## src/rtl/if_fetch.sv

```systemverilog
// Instruction-fetch stage: assembles each 32-bit instruction from four
// little-endian byte reads over an arbitrated port and holds it for decode.
module if_fetch #(
   parameter logic [31:0] RESET_PC = 32'h0000_0000
) (
   input  logic        clk,
   input  logic        rst,
   input  logic        rdy,
   input  logic        mem_grant,
   input  logic [7:0]  mem_din,
   output logic        if_mem_req,
   output logic [31:0] if_mem_addr,
   input  logic        id_stall,
   input  logic        jump_or_not,
   input  logic [31:0] jump_target,
   output logic [31:0] pc_o,
   output logic [31:0] inst_o,
   output logic        if_id_rdy,
   output logic        dbg_state
);

   // Memory handshake: a byte request is accepted when if_mem_req and
   // mem_grant are both high in a cycle; the byte arrives on mem_din exactly
   // one cycle later. Decode accepts inst_o/pc_o when if_id_rdy is high and
   // id_stall is low in the same cycle (with rdy high).

   typedef enum logic {FETCH = 1'b0, VALID = 1'b1} state_t;

   state_t      state;
   logic [31:0] pc;
   logic [31:0] ibuf;
   logic [2:0]  issue_cnt;
   logic [2:0]  recv_cnt;
   logic        grant_d;
   logic        granted;

   assign if_mem_req  = rst && rdy && (state == FETCH) && (issue_cnt < 3'd4);
   assign if_mem_addr = pc + {29'd0, issue_cnt};
   assign granted     = mem_grant && if_mem_req;
   assign dbg_state   = (state == VALID);

   always_ff @(posedge clk or negedge rst) begin
      if (!rst) begin
         state     <= FETCH;
         pc        <= RESET_PC;
         ibuf      <= 32'd0;
         issue_cnt <= 3'd0;
         recv_cnt  <= 3'd0;
         grant_d   <= 1'b0;
         pc_o      <= RESET_PC;
         inst_o    <= 32'd0;
         if_id_rdy <= 1'b0;
      end else if (!rdy) begin
         // Memory keeps running while we are frozen, so an in-flight byte
         // must still land; completion of the word is deferred to rdy.
         grant_d <= 1'b0;
         if (grant_d && (recv_cnt < 3'd4)) begin
            ibuf[{recv_cnt[1:0], 3'b000} +: 8] <= mem_din;
            recv_cnt <= recv_cnt + 3'd1;
         end
      end else if (jump_or_not) begin
         state     <= FETCH;
         pc        <= jump_target;
         issue_cnt <= 3'd0;
         recv_cnt  <= 3'd0;
         grant_d   <= 1'b0;
         pc_o      <= jump_target;
         if_id_rdy <= 1'b0;
      end else begin
         case (state)
            FETCH: begin
               grant_d <= granted;
               if (granted) begin
                  issue_cnt <= issue_cnt + 3'd1;
               end
               if (grant_d) begin
                  ibuf[{recv_cnt[1:0], 3'b000} +: 8] <= mem_din;
                  recv_cnt <= recv_cnt + 3'd1;
                  if (recv_cnt == 3'd3) begin
                     inst_o    <= {mem_din, ibuf[23:0]};
                     pc_o      <= pc;
                     if_id_rdy <= 1'b1;
                     state     <= VALID;
                  end
               end else if (recv_cnt == 3'd4) begin
                  // Last byte was captured while frozen.
                  inst_o    <= ibuf;
                  pc_o      <= pc;
                  if_id_rdy <= 1'b1;
                  state     <= VALID;
               end
            end
            VALID: begin
               grant_d <= 1'b0;
               if (!id_stall) begin
                  pc        <= pc + 32'd4;
                  issue_cnt <= 3'd0;
                  recv_cnt  <= 3'd0;
                  if_id_rdy <= 1'b0;
                  state     <= FETCH;
               end
            end
            default: state <= FETCH;
         endcase
      end
   end

endmodule

```

## config.mk

```make
export PLATFORM = sky130hd
export DESIGN_NAME = if_fetch
export DESIGN_NICKNAME = d
export VERILOG_FILES = /design/src/rtl/if_fetch.sv
export SDC_FILE = /design/constraint.sdc
export NUM_CORES = 1
export LEC_CHECK = 0
export ABC_AREA = 1
export CAP_MARGIN = 20
export CORE_MARGIN = 2
export CORE_UTILIZATION = 53
export CTS_CLUSTER_SIZE = 24
export DETAILED_ROUTE_END_ITERATION = 10
export PLACE_DENSITY_LB_ADDON = 0.1
export SLEW_MARGIN = 20
export SYNTH_ARGS = -nofsm -noshare
export SYNTH_HDL_FRONTEND = slang
export SYNTH_SLANG_ARGS = --single-unit
```

## constraint.sdc

```tcl
create_clock -name clk -period 2.6 [get_ports clk]
set_input_delay 0.26 -clock clk [delete_from_list [all_inputs] [get_ports clk]]
set_output_delay 0.26 -clock clk [all_outputs]
set_load 0.03 [all_outputs]
```

==> results.txt <==
* Num Clock Sinks: 137
* TNS Setup: 0 ns
- Origin of the critical flop-to-flop path: recv_cnt[0]
- Synthesized area per cell: 7.65 um2
- Timing would allow up to 0.395 GHz.
* Portion of synthesized cell area occupied by the leading cell type: 45.7%
- Arrival @ worst endpoint: 2.27 ns
- The initial antenna violation count came to 0.
* Half-perimeter wire length of the detailed placement result: 14600 um
- Count of final setup violators: 0
- Synth async-reset ratio: 100%
- Among all cell types in the netlist, the one instantiated most often is sky130_fd_sc_hd__nand2_1.
- The die is 123 um wide.
- The clock arrives with 0.00966 ns of skew.
* Final Max Slew Viols: 0
- Synthesis produced 982 cells.
- Post-Syn Area: 0.00751 mm2
- The run finished, with violations left.
- Sum of routed wire length over all layers: 20600 um
- CTS tree: built
- CTS root buffer: sky130_fd_sc_hd__clkbuf_16
- Setup repair after global routing could not meet its margin everywhere.
* Post-synth top area cell: sky130_fd_sc_hd__dfrtp_1
- Static power due to leakage: 4.72 nW
- The critical path is of the register to output pin type.
* Average wire length per cell after detail routing: 15.5 um
- Including well taps, the total number of placed cells is 1285.
- For this run, the leading register cell type out of synthesis is sky130_fd_sc_hd__dfrtp_1.
- Worst slew margin relative to its limit: 49.5%
- Measured along the y axis, the die boundary spans 123 um.
- Counting flops with a built-in enable in the synthesized netlist gives 0.
* Ports placed on the boundary: 145
* Final weighted congestion of routability-driven global placement: 0.897
* Hold Slack: -0.0722 ns
- The first detailed-routing pass took 7 iterations.
- Flop and latch count out of synthesis: 137
- The area growth from synthesis to layout is 30.7%.
* Hold Vio Cnt, Final: 42
- In the final design database the tool counted 1190 nets.
- Max_cap viols: 0
* Number of remaining DRC errors: 0
* Period utilization: 97.4%
- Cells with a size suffix above 1 make up 12.2% of the layout.
- At the pin with the least slew margin, the transition time is 0.758 ns.
* Data required time at the worst endpoint: 2.34 ns
* Post-route non-filler standard cell count: 1324
- Clock input transition at the sequential cells of the worst setup and hold paths: 0.06 ns
* Clock H-tree levels: 4
- Deepest clock path buffer count: 2
- Effective utilization at floorplan: 54.1%
* Vias in the first global route: 6646
* Number of hold buffers added after CTS: 0
- Post-synth cell types: 38
- Across every metal layer, demand over resource in global routing totals 28.2%.
- Tracing the worst setup path back leads to its startpoint at pc[0].
- Top post-synthesis cells by area: sky130_fd_sc_hd__dfrtp_1, sky130_fd_sc_hd__nand2_1, sky130_fd_sc_hd__inv_1, sky130_fd_sc_hd__nor2_1, sky130_fd_sc_hd__nand3_1
- In this run the remaining antenna-violating nets after routing total 0.
- The worst setup path is launched from a register.
- Skew-Pair Late Insertion Delay: 0.42 ns
- Counting the fill cells in the layout gives 1183.
* Crit Path Max Fanout: 3
- Power spread over the standard cell area amounts to 906 mW/mm2.
- Number of inserted diodes: 0
- The Yosys step of the flow raised 0 warnings.
* Critical Path Sink: if_mem_addr[1]
- Pin count of the biggest net entering global routing: 138
* Number of cells traversed by the worst register-to-register path: 9
- Capturing point of the worst reg2reg path: pc_o[19]
* Post-detailed-route via-to-cell ratio: 5.30
- The total overflow left after global routing is 0.
- Port-buffer cells: 144
* Worst-case vdd ir drop: 454 uV
* Core box area: 0.0139 mm2
- For this run, the register share of the synthesized area comes to 45.7%.
- Number of buffers added by the clock tree synthesis step: 17
- Final standard cell utilization of the core: 70.7%
* Wire length of the first global-routing pass: 32600 um
- Area of the die: 0.0151 mm2
- The checks that failed: negative hold slack.
- The tightest min-delay check is of the input pin to asynchronous set/reset pin type.
* Final worst path period need: 2.53 ns
- Iter 0 DRT Violations: 513
* Vias post-DR: 7011
* Net Count, Synth: 1041
* Number of cell rows: 43
- Commonest cells in the synthesized netlist: sky130_fd_sc_hd__nand2_1, sky130_fd_sc_hd__dfrtp_1, sky130_fd_sc_hd__inv_1, sky130_fd_sc_hd__nor2_1, sky130_fd_sc_hd__nand3_1
* Worst reg-to-reg setup slack: 0.44 ns
* Worst Setup End Kind: output pin
-- critical path: stages, from the launching register on --
cell and delay [ns]:
sky130_fd_sc_hd__dfrtp_1 0.42, sky130_fd_sc_hd__ha_4 0.19, sky130_fd_sc_hd__fa_2 0.56, sky130_fd_sc_hd__clkdlybuf4s50_1 0.67
-- where the power goes --
part | switching [mW] | total, mW | internal (mW)
Combinational | 2.04 | 3.32 | 1.28
Clock | 0.961 | 2.53 | 1.57
Sequential | 0.394 | 3.04 | 2.65
Total | 3.40 | 8.89 | 5.49
-- layer usage --
metal  vias to the layer above  share of wire (%)  track usage (%)
li1                       3438                  -                -
met1                      3297                 40             33.1
met2                       218                 51             49.6
met3                        58                4.5             4.66
met4                         0                4.4             14.5
met5                         -                  0                0
-- how the worst min path moves through the flow --
stage	start	to
3_3_place_gp	rst	ibuf[22]
5_1_grt	rst	ibuf[16]
4_1_cts	rst	inst_o[22]
2_1_floorplan	rst	dbg_state
6_report	rst	inst_o[22]
3_5_place_dp	rst	inst_o[22]
-- cell type report --
class | instances | area, um2 | share of cell area, %
Inverter | 115 | 433 | 4.41
Sequential cell | 137 | 3430 | 34.9
Multi-Input combinational cell | 687 | 3480 | 35.5
Tap cell | 180 | 225 | 2.29
Timing Repair Buffer | 173 | 1630 | 16.6
Clock buffer | 19 | 453 | 4.61
Clock inverter | 13 | 165 | 1.68
-- layout by cell type, fill, tap and decap left out, drive strengths merged --
| cell | netlist | final |
|---|---|---|
| o22ai | 5 | 5 |
| or2 | 1 | 1 |
| clkinv | 1 | 7 |
| xor2 | 27 | 27 |
| o2111ai | 1 | 1 |
| mux2i | 1 | 1 |
| o21a | 2 | 2 |
| a22oi | 2 | 2 |
| nand2 | 267 | 267 |
| a31oi | 23 | 23 |
| clkbuf | 5 | 24 |
| clkinvlp | 0 | 1 |
| nand4 | 7 | 7 |
| nand3 | 75 | 75 |
| clkdlybuf4s50 | 0 | 112 |
| o21ai | 113 | 113 |
| dfrtp | 137 | 137 |
| bufinv | 0 | 3 |
| a2bb2oi | 1 | 1 |
| fa | 1 | 1 |
| ha | 12 | 12 |
| buf | 38 | 53 |
| a21oi | 19 | 19 |
| dlygate4sd2 | 0 | 1 |
| inv | 114 | 117 |
| dlymetal6s2s | 0 | 2 |
| nor3 | 12 | 12 |
| nand3b | 1 | 1 |
| xnor2 | 3 | 3 |
| nor2 | 114 | 114 |
-- through the flow --
step                total power, mW  setup WS (ns)  area [um2]
detailed placement             6.33         0.0499        9050
CTS                            8.87         0.0172        9700
finish                         8.89         0.0663        9820
global route                   9.36        -0.0367        9820
floorplan                      4.99          0.336        7510
global placement               6.29         0.0650        9050
-- sequential cells by signal (all words and copies together) (netlist names) --
signal,cells
recv_cnt,3
if_id_rdy,1
grant_d,1
pc_o,32
issue_cnt,3
pc,32
dbg_state,1
ibuf,32
inst_o,32
-- kinds of logic after synthesis --
group	share of synthesized area, %
buffers and inverters	9.55
DFF	45.7
and+or+nand+nor	26.7
adders and majority gates	2.27
AOI/OAI and AO/OA	12.2
xor gates and xnor gates	3.50
muxes	0.133
-- repair_timing --
| action | in CTS | in global routing |
|---|---|---|
| resized for setup | 15 | 33 |
| endpoints found under the setup margin | 25 | 21 |
| buffers inserted | 0 | 7 |
| pin swaps | 0 | 6 |
| gates cloned | 0 | 0 |
No activity file was read; power rests on OpenSTA's default activity.
